==> config.mk <==
export PLATFORM = sky130hd
export DESIGN_NAME = mips_muldiv
export DESIGN_NICKNAME = d
export VERILOG_FILES = /design/src/rtl/mips_muldiv_pkg.sv /design/src/rtl/mips_div_core.sv /design/src/rtl/mips_muldiv.sv
export SDC_FILE = /design/constraint.sdc
export NUM_CORES = 1
export LEC_CHECK = 0
export BUFFER_PORTS_ARGS = -buffer_cell sky130_fd_sc_hd__buf_2
export CAP_MARGIN = 20
export CORE_MARGIN = 10
export CORE_UTILIZATION = 56
export CTS_CLUSTER_SIZE = 16
export DETAILED_ROUTE_END_ITERATION = 12
export PLACE_DENSITY = 0.86
export REMOVE_ABC_BUFFERS = 1
export SLEW_MARGIN = 20
export SYNTH_ARGS = -nofsm -noshare
export SYNTH_HDL_FRONTEND = slang
export SYNTH_SLANG_ARGS = --single-unit
==> constraint.sdc <==
create_clock -name clk -period 3.45 [get_ports clk]
set_clock_uncertainty 0.15 [all_clocks]
set_input_delay 0.1725 -clock clk [delete_from_list [all_inputs] [get_ports clk]]
set_output_delay 0.1725 -clock clk [all_outputs]
set_load 0.05 [all_outputs]
==> src/rtl/mips_muldiv_pkg.sv <==
// =============================================================================
// Module      : mips_muldiv_pkg
// Description : Shared multiply/divide op codes and FSM state encoding.
// Revision    : 1.0 - initial release
// =============================================================================
`default_nettype none

package mips_muldiv_pkg;

    localparam logic [2:0] MD_NONE  = 3'd0;
    localparam logic [2:0] MD_MULT  = 3'd1;
    localparam logic [2:0] MD_MULTU = 3'd2;
    localparam logic [2:0] MD_DIV   = 3'd3;
    localparam logic [2:0] MD_DIVU  = 3'd4;
    localparam logic [2:0] MD_MTHI  = 3'd5;
    localparam logic [2:0] MD_MTLO  = 3'd6;

    typedef enum logic [1:0] {
        ST_IDLE = 2'd0,
        ST_RUN  = 2'd1,
        ST_FIX  = 2'd2
    } md_state_t;

    // Operations that occupy the unit for more than the issue cycle.
    function automatic logic md_is_arith(input logic [2:0] op);
        return (op == MD_MULT) || (op == MD_MULTU) || (op == MD_DIV) || (op == MD_DIVU);
    endfunction

endpackage

`default_nettype wire

==> src/rtl/mips_div_core.sv <==
// =============================================================================
// Module      : mips_div_core
// Description : Iterative restoring unsigned divider, one quotient bit/cycle.
// Revision    : 1.0 - initial release
// =============================================================================
`default_nettype none

module mips_div_core #(
    parameter int WIDTH      = 32,
    parameter int ITER_CNT_W = 6
) (
    input  logic             clk,
    input  logic             rst_b,
    input  logic             start,
    input  logic [WIDTH-1:0] dividend,
    input  logic [WIDTH-1:0] divisor,
    output logic [WIDTH-1:0] quotient,
    output logic [WIDTH-1:0] remainder,
    output logic             valid
);

    logic [WIDTH-1:0]      r_quo;
    logic [WIDTH-1:0]      r_rem;
    logic [WIDTH-1:0]      r_dvsr;
    logic [ITER_CNT_W-1:0] r_cnt;
    logic                  r_active;
    logic                  r_valid;

    logic [WIDTH:0]        w_partial;
    logic                  w_ge;
    logic [WIDTH-1:0]      w_sub;

    // When the trial subtraction succeeds the true difference fits in WIDTH bits.
    assign w_partial = {r_rem, r_quo[WIDTH-1]};
    assign w_ge      = (w_partial >= {1'b0, r_dvsr});
    assign w_sub     = w_partial[WIDTH-1:0] - r_dvsr;

    always_ff @(posedge clk or negedge rst_b) begin
        if (!rst_b) begin
            r_quo    <= '0;
            r_rem    <= '0;
            r_dvsr   <= '0;
            r_cnt    <= '0;
            r_active <= 1'b0;
            r_valid  <= 1'b0;
        end else if (start) begin
            r_quo    <= dividend;
            r_rem    <= '0;
            r_dvsr   <= divisor;
            r_cnt    <= '0;
            r_active <= 1'b1;
            r_valid  <= 1'b0;
        end else if (r_active) begin
            r_rem <= w_ge ? w_sub : w_partial[WIDTH-1:0];
            r_quo <= {r_quo[WIDTH-2:0], w_ge};
            r_cnt <= r_cnt + 1'b1;
            if (r_cnt == ITER_CNT_W'(WIDTH - 1)) begin
                r_active <= 1'b0;
                r_valid  <= 1'b1;
            end
        end
    end

    assign quotient  = r_quo;
    assign remainder = r_rem;
    assign valid     = r_valid;

endmodule

`default_nettype wire

==> src/rtl/mips_muldiv.sv <==
// =============================================================================
// Module      : mips_muldiv
// Description : Iterative MULT/MULTU/DIV/DIVU unit owning HI/LO.
//               Optional macro MIPS_MULDIV_FAST_MULT_EN: single-cycle multiply.
// Revision    : 1.0 - initial release
// =============================================================================
`default_nettype none

module mips_muldiv
    import mips_muldiv_pkg::*;
#(
    parameter int WIDTH      = 32,
    parameter int ITER_CNT_W = 6
) (
    input  logic             clk,
    input  logic             rst_b,
    input  logic             md_start,
    input  logic [2:0]       md_op,
    input  logic [WIDTH-1:0] md_rs_data,
    input  logic [WIDTH-1:0] md_rt_data,
    input  logic             md_flush,
    output logic             md_busy,
    output logic             md_done,
    output logic [WIDTH-1:0] md_hi,
    output logic [WIDTH-1:0] md_lo
);

    md_state_t             r_state;
    md_state_t             w_state_nxt;
    logic [WIDTH-1:0]      r_hi;
    logic [WIDTH-1:0]      r_lo;
    logic                  r_done;
    logic [ITER_CNT_W-1:0] r_cnt;
    logic [WIDTH-1:0]      r_mcand;
    logic [2*WIDTH-1:0]    r_prod;
    logic                  r_is_div;
    logic                  r_neg_res;
    logic                  r_neg_rem;
    logic                  r_div_zero;
    logic [WIDTH-1:0]      r_rs_raw;

    logic                  w_signed;
    logic                  w_rs_neg;
    logic                  w_rt_neg;
    logic [WIDTH-1:0]      w_rs_abs;
    logic [WIDTH-1:0]      w_rt_abs;
    logic                  w_accept;
    logic                  w_launch;
    logic                  w_is_div_op;
    logic                  w_div_start;
    logic [WIDTH:0]        w_sum;
    logic [2*WIDTH-1:0]    w_mul_raw;
    logic [2*WIDTH-1:0]    w_mul_res;
    logic [WIDTH-1:0]      w_div_q;
    logic [WIDTH-1:0]      w_div_r;
    logic                  w_div_valid;
    logic [WIDTH-1:0]      w_quo;
    logic [WIDTH-1:0]      w_rem;
    logic                  w_commit;

    assign w_signed    = (md_op == MD_MULT) || (md_op == MD_DIV);
    assign w_rs_neg    = w_signed & md_rs_data[WIDTH-1];
    assign w_rt_neg    = w_signed & md_rt_data[WIDTH-1];
    assign w_rs_abs    = w_rs_neg ? (-md_rs_data) : md_rs_data;
    assign w_rt_abs    = w_rt_neg ? (-md_rt_data) : md_rt_data;
    assign w_accept    = (r_state == ST_IDLE) && md_start && !md_flush;
    assign w_launch    = w_accept && md_is_arith(md_op);
    assign w_is_div_op = (md_op == MD_DIV) || (md_op == MD_DIVU);
    assign w_div_start = w_launch && w_is_div_op;

    mips_div_core #(
        .WIDTH      (WIDTH),
        .ITER_CNT_W (ITER_CNT_W)
    ) u_div_core (
        .clk       (clk),
        .rst_b     (rst_b),
        .start     (w_div_start),
        .dividend  (w_rs_abs),
        .divisor   (w_rt_abs),
        .quotient  (w_div_q),
        .remainder (w_div_r),
        .valid     (w_div_valid)
    );

    always_comb begin
        w_state_nxt = r_state;
        case (r_state)
            ST_IDLE: begin
                if (w_launch) begin
`ifdef MIPS_MULDIV_FAST_MULT_EN
                    w_state_nxt = w_is_div_op ? ST_RUN : ST_FIX;
`else
                    w_state_nxt = ST_RUN;
`endif
                end
            end
            ST_RUN:  if (r_cnt == ITER_CNT_W'(WIDTH - 1)) w_state_nxt = ST_FIX;
            ST_FIX:  w_state_nxt = ST_IDLE;
            default: w_state_nxt = ST_IDLE;
        endcase
        if (md_flush) w_state_nxt = ST_IDLE;
    end

    // Shift-add step: upper half accumulates, whole product shifts right.
    assign w_sum = {1'b0, r_prod[2*WIDTH-1:WIDTH]} + {1'b0, (r_prod[0] ? r_mcand : {WIDTH{1'b0}})};

`ifdef MIPS_MULDIV_FAST_MULT_EN
    assign w_mul_raw = {{WIDTH{1'b0}}, r_mcand} * {{WIDTH{1'b0}}, r_prod[WIDTH-1:0]};
`else
    assign w_mul_raw = r_prod;
`endif

    assign w_mul_res = r_neg_res ? (-w_mul_raw) : w_mul_raw;
    assign w_quo     = r_neg_res ? (-w_div_q) : w_div_q;
    assign w_rem     = r_neg_rem ? (-w_div_r) : w_div_r;
    assign w_commit  = (r_state == ST_FIX) && !md_flush && (!r_is_div || w_div_valid);

    always_ff @(posedge clk or negedge rst_b) begin
        if (!rst_b) begin
            r_state    <= ST_IDLE;
            r_hi       <= '0;
            r_lo       <= '0;
            r_done     <= 1'b0;
            r_cnt      <= '0;
            r_mcand    <= '0;
            r_prod     <= '0;
            r_is_div   <= 1'b0;
            r_neg_res  <= 1'b0;
            r_neg_rem  <= 1'b0;
            r_div_zero <= 1'b0;
            r_rs_raw   <= '0;
        end else begin
            r_state <= w_state_nxt;
            r_done  <= w_commit;
            if (w_launch) begin
                r_mcand    <= w_rs_abs;
                r_prod     <= {{WIDTH{1'b0}}, w_rt_abs};
                r_is_div   <= w_is_div_op;
                r_neg_res  <= w_rs_neg ^ w_rt_neg;
                r_neg_rem  <= w_rs_neg;
                r_div_zero <= (md_rt_data == '0);
                r_rs_raw   <= md_rs_data;
                r_cnt      <= '0;
            end else if (r_state == ST_RUN) begin
                r_cnt <= r_cnt + 1'b1;
                if (!r_is_div) r_prod <= {w_sum, r_prod[WIDTH-1:1]};
            end
            if (w_accept && (md_op == MD_MTHI)) r_hi <= md_rs_data;
            if (w_accept && (md_op == MD_MTLO)) r_lo <= md_rs_data;
            if (w_commit) begin
                if (!r_is_div) begin
                    r_hi <= w_mul_res[2*WIDTH-1:WIDTH];
                    r_lo <= w_mul_res[WIDTH-1:0];
                end else if (r_div_zero) begin
                    // Divide by zero returns all-ones quotient and the raw dividend.
                    r_hi <= r_rs_raw;
                    r_lo <= {WIDTH{1'b1}};
                end else begin
                    r_hi <= w_rem;
                    r_lo <= w_quo;
                end
            end
        end
    end

    assign md_busy = (r_state != ST_IDLE);
    assign md_done = r_done;
    assign md_hi   = r_hi;
    assign md_lo   = r_lo;

endmodule

`default_nettype wire

# Yosys cells after proc, flatten, opt, wreduce, memory -nomap -nowiden
# Cells that the tools add are included.
# word_totals
register_bits	309
output_inout_bits	66
# classes
add_sub_neg	9
order_cmp	1
eq_ne	13
muxes	36
n_bitwise	3
n_reduce_logical	27
# op_table
cell	count
$mux W32	18
$mux W64	4
$neg A32 Y32	4
$neg A64 Y64	1
$add A32 B32 Y33	1
$ge A33 B32 Y1	1
$logic_not A32 Y1	1
$sub A32 B32 Y32	1
$mux W6	4
$add A6 B1 Y6 const B	2
$eq A6 B5 Y1 const B	2
$reduce_bool A2 Y1	6
$eq A3 B3 Y1 const B	3
$logic_and A1 B1 Y1	8
$eq A3 B2 Y1 const B	2
$logic_or A1 B1 Y1	6
$mux W1	6
$mux W2	3
$ne A3 B3 Y1 const B	2
$reduce_and A2 Y1	3
$pmux W2 S2	1
$eq A3 B1 Y1 const B	1
$and A1 B1 Y1	2
$eq A2 B1 Y1 const B	1
5 further kinds	6

# Longest topological paths before layout
# depth
word_depth	8
mapped_depth	13
ltp_nobuf	13

# Cells and area by module
# From an unflattened synthesis, not the netlist that was laid out.
# unflattened
cells_unflattened	2650
hier_area_um2	21839.7
# modules_own_cells
mod	instances	cells_each	area_each_um2	seq_area_each_um2
mips_muldiv	1	1874	15031.9	5104.9
mips_div_core	1	776	6807.8	2602.5

# Least setup slack after synthesis
# No wires, ideal clock.
# synth_timing
path_type	register to register
from	register u_div_core.r_rem[7] (netlist: u_div_core.remainder[7])
to	register u_div_core.r_rem[21] (netlist: u_div_core.remainder[21])
setup_ns	0.135
arrival_time_ns	3.230
t_required_ns	3.165
path_slack_ns	-0.064
path_stages_with_launch	12
period_less_slack_ns	3.514
path_cell_list	dfrtp_1 > ha_1 > o21ai_0 > o21bai_1 > o21ba_2 > a21boi_0 > a2111oi_0 > o21ai_0 > o21ai_1 > clkbuf_1 > mux2i_1 > o22ai_1
# synth_between
elab_chain_cells	4
elab_cells_between_ends	5
classes_between	1 x add/sub; 1 x order compare; 3 x mux
# synth_lines
item	line	text
start, declared	mips_div_core.sv:23	logic [WIDTH-1:0] r_rem;
start signal, assigned	mips_div_core.sv:54	r_rem <= w_ge ? w_sub : w_partial[WIDTH-1:0];
$sub A32 B32 Y32 / $ge A33 B32 Y1 (equally long branches)	mips_div_core.sv:36, mips_div_core.sv:35	
$mux W32 *	mips_div_core.sv:54	
$mux W32 *	mips_div_core.sv:53	end else if (r_active) begin
$mux W32 *	mips_div_core.sv:46	end else if (start) begin
# Mark *: on every way between the ends. The rest lies on a longest branch, timed or not. The select of a mux whose other input is x is not followed.
# A chain may end at the register's enable or synchronous reset.

# Worst setup path in the final report
# layout_timing
from	register r_prod[27]
to	register r_hi[24] (netlist: md_hi[24])
# layout_between
elab_chain_cells	4
# layout_lines
item	line	text
start, declared	mips_muldiv.sv:35	logic [2*WIDTH-1:0] r_prod;
start signal, assigned	mips_muldiv.sv:137	r_prod <= {{WIDTH{1'b0}}, w_rt_abs};
start signal, assigned	mips_muldiv.sv:146	if (!r_is_div) r_prod <= {w_sum, r_prod[WIDTH-1:1]};
$neg A64 Y64	mips_muldiv.sv:113	assign w_mul_res = r_neg_res ? (-w_mul_raw) : w_mul_raw;
$mux W64	mips_muldiv.sv:113	
$mux W32	mips_muldiv.sv:151	if (!r_is_div) begin
$mux W32	mips_muldiv.sv:150	if (w_commit) begin
end signal, assigned	mips_muldiv.sv:148	if (w_accept && (md_op == MD_MTHI)) r_hi <= md_rs_data;
end signal, assigned	mips_muldiv.sv:152	r_hi <= w_mul_res[2*WIDTH-1:WIDTH];
end signal, assigned	mips_muldiv.sv:156	r_hi <= r_rs_raw;
end, declared	mips_muldiv.sv:30	logic [WIDTH-1:0] r_hi;
# Every way passes these cells.

==> results by group <==
Status
  • Status: finished with violations
  • Failing checks: setup timing

Synth
  • Post-synth EDFFs: 0
  • Compound-gate portion of the synthesized area: between 20% and 30%
  • Cell area after synthesis: between 20000 and 25000 µm²
  • Post-synth cell types: 75
  • Gate Count Post-Synth: between 2000 and 2500
  • Synth warnings: 0
  • Synth Area in XOR/XNOR: around 10%
  • Multiplexer share of the synthesized area: under 10%
  • Largest family of logic cells by synthesized area: compound AO/OA/AOI/OAI gates
  • Sequential area share after synthesis: roughly 37%
  • Synth Area in Adders: under 10%
  • Simple-gate area share of the yosys netlist: 17.4%
  • Ys flop type: dfrtp_1
  • Synth async-reset ratio: 100%
  • FF+latch count, synth: between 300 and 400
  • Post-synthesis area per instance: ~8.5 µm²

Global route
  • Number of global-route vias before repair: about 20000
  • Total gr overflow: 0
  • Initial antenna violation count: 1
  • Largest net degree at the start of global routing: a little under 100
  • Gr usage total: 32.1%
  • First-pass GRT wire length: 114000 µm

Critical path
  • CP max FO: 4
  • CP Launch Point: r_prod[27]
  • CP bufs+invs: 0
  • Worst Path Arrival: between 3 and 4 ns
  • CP max stage cell: or4_4
  • CP Launch Type: flip-flop
  • Worst r2r src: r_prod[27]
  • Worst setup EP type: flip-flop
  • Worst path required time: 3.73 ns
  • Setup CP Type: reg2reg
  • CP delay by family, top: simple AND/OR/NAND/NOR gates
  • Cells along the critical path: or4_4 -> or3_4 -> or4_4 -> or4_4 -> or4_4 -> o41ai_4 -> xor2_1 -> a21oi_1
  • Critical Path Max Stage Delay: ~0.56 ns
  • Most frequent CP cell: or4_4

Final layout
  • Register area: approximately 7700 µm²
  • Most common cell after layout, fill and taps aside: nand2_1
  • Final #Nets: 2884
  • Fill count: 2742
  • Most frequent cells in the layout: nand2_1 (329), dfrtp_1 (302), o21ai_0 (245)
  • Area Overhead vs Synth: 22.5%
  • Multi-input gate area: ~13000 µm²
  • Design Area, Final: ~26000 µm²
  • Layout cells sized above 1: 18.4%
  • Post-Layout Cell Count: between 3000 and 4000

Timing
  • Unrepaired setup endpoints after global routing: true
  • Hold Fails Final Rpt: 0
  • Max Clk Rate: approximately 280 MHz
  • Min cycle time layout: between 3 and 4 ns
  • PnR worst setup slack: -0.114 ns
  • Worst rel slew slack: approximately a third
  • Setup violators final: 7
  • Worst Tran Pin Value: 1.02 ns
  • Final critical-path share of the clock period: 103%
  • Final max-slew violation count: 0

Placement
  • Routability cong.: between 0.9 and 1
  • DP Cell Count: ~3100
  • Pre-CTS setup slack: -0.189 ns
  • IO Port Bufs: between 100 and 150
  • DPL Wire Length: ~52000 µm
  • Cell area after placement: 23200 µm²

Detailed routing
  • Vias: about 21000
  • 1st-iter DRT viols: 2732
  • Post-detailed-route via-to-cell ratio: 6.52
  • Detail Route Antenna Nets: 0
  • WL/cell: 23.1 µm
  • Final Routed Wirelength: 74600 µm
  • DRC Markers: 0
  • Drt first pass iters: 6

Power
  • Clock share of power: approximately 18%
  • Proportion of power drawn by combinational gates: a little over half
  • Sw power: about 0.010 W
  • LEAKAGE: roughly 11 nW
  • P per Cell Area: roughly 900 nW/µm²
  • Pint: between 0.01 and 0.015 W
  • Seq pwr share: between 20% and 30%
  • Maximum VDD drop: 536 µV
  • Switching Fraction: between 40% and 50%

Clock tree
  • Clk slew on worst S/H paths: around 0.06 ns
  • Max clock buf depth: 3
  • Root Driver: clkbuf_16
  • Number of buffers created by CTS: 37
  • CTS sink cnt: slightly above 300
  • CTS tree: built
  • H-tree depth: 2
  • Worst-Skew Late Latency: about 0.58 ns

Min path
  • Worst Min Path Start: md_op[2]
  • HP Class: in2reg

Flow run
  • Number of max-cap violations: 0

Die
  • Total core area: 36700 µm²
  • I/O Pins: 137
  • FP Rows: 70
  • Die area: 45400 µm²
  • Initial Utilization: between 50% and 60%
  • Die H: ~210 µm
  • Die Wd: ~210 µm
worst register-to-register path: cells and delay by family, from the launching register on:
| family | cells | cell delay, ns |
|---|---|---|
| simple gates | 5 | 2.39 |
| flops | 1 | 0.38 |
| compound gates | 2 | 0.35 |
| xor+xnor | 1 | 0.19 |
path summary, 6_finish.rpt:
| path | end | slack (ns) | depth (start not counted) |
|---|---|---|---|
| worst min-delay path | r_neg_res | 0.08 | 5 |
| worst max-delay path | md_hi[24] | -0.11 | 8 |
| max in group asynchronous | r_prod[53] | 2.05 | 3 |
| worst min register to register | r_rs_raw[25] | 0.32 | 2 |
| worst max register to register | md_hi[24] | -0.11 | 8 |
| min in group asynchronous | u_div_core.r_cnt[3] | 0.10 | 2 |
synth_stat cells (6+ instances only):
library cell	count	area, µm²
nor2_1	124	465
o211ai_1	18	135
inv_1	66	248
a21oi_1	167	836
nand2b_1	18	113
buf_1	18	67.6
o41ai_1	19	166
a2111oi_0	6	52.6
nor3b_1	9	67.6
nand2_1	332	1250
xnor2_1	152	1330
clkbuf_1	129	484
a22oi_1	47	353
mux2_2	11	124
or4_1	20	150
or3_1	33	206
ha_1	71	888
dfrtp_1	308	7710
o31ai_1	44	330
or2_2	19	119
mux2i_1	73	731
o21ai_1	6	30.0
o21bai_1	9	67.6
xor2_1	88	771
nand4_1	18	113
a31oi_1	11	68.8
nor4_1	18	113
nand3_1	33	165
and2_1	42	263
o221ai_1	25	219
a21o_1	34	255
a221oi_1	11	96.3
o22ai_1	24	150
nor3_1	21	105
a211oi_1	47	353
o21a_1	10	75.1
o21ai_0	255	1280
nor2b_1	40	250
power groups by stage:
stage / sequential [W] / combinational (W) / clock, W
2_1_floorplan: 0.00676 / 0.00705 / 0
3_3_place_gp: 0.00622 / 0.0115 / 0
3_5_place_dp: 0.00628 / 0.0118 / 0
4_1_cts: 0.00626 / 0.0121 / 0.00419
5_1_grt: 0.00649 / 0.0138 / 0.00434
6_report: 0.00638 / 0.0128 / 0.00418
registers in the layout, summed over array words and instances (netlist names), 2 cells and up:
signal	flops
r_mcand	32
u_div_core.quotient	32
u_div_core.r_cnt	6
u_div_core.remainder	32
md_hi	32
r_cnt	6
r_state	2
r_prod	64
r_rs_raw	31
md_lo	32
u_div_core.r_dvsr	32
through the flow:
step                      hold slack (ns)  power, W  utilization [%]  setup TNS [ns]
after floorplan                    -0.273    0.0138                -         -143.75
after global placement              0.113    0.0177             63.3          -0.228
after detailed placement            0.121    0.0181             63.3           -2.02
after CTS                          0.0609    0.0226             68.8          -0.135
after global routing               0.0888    0.0246             69.7           -1.56
final                              0.0773    0.0234             69.8          -0.346
cell type report:
| class | count | area share [%] |
|---|---|---|
| Inverter | 67 | 0.983 |
| Antenna cell | 2 | 0.0196 |
| Multi-Input combinational cell | 1926 | 49.9 |
| Clock inverter | 16 | 0.904 |
| Clock buffer | 50 | 4.05 |
| Timing Repair Buffer | 400 | 11.7 |
| Sequential cell | 308 | 30.1 |
| Tap cell | 468 | 2.29 |
what timing repair did:
item	CTS	global route
buffers inserted	3	4
hold endpoints to repair	295	0
endpoints found under the setup margin	52	68
pin swaps	7	25
gates resized for setup	20	72
hold buffers	66	0
cell families (layout without fill, tap and decap cells):
logic type               after synthesis  in the layout
adder cells (fa/ha/maj)               73             73
XOR/XNOR                             240            240
AND/OR/NAND/NOR                      756            756
other                                  0              2
flip-flops                           308            308
buffers and inverters                217            533
AO/OA/AOI/OAI                        773            773
multiplexers                          84             84
routing by layer:
metal,global-route usage [%],part of all wire [%]
met4,15.4,4.7
met5,0,0
met3,5.69,10
met1,41.9,39
met2,50.8,46
Note: power is estimated with default switching activity, not from simulation.
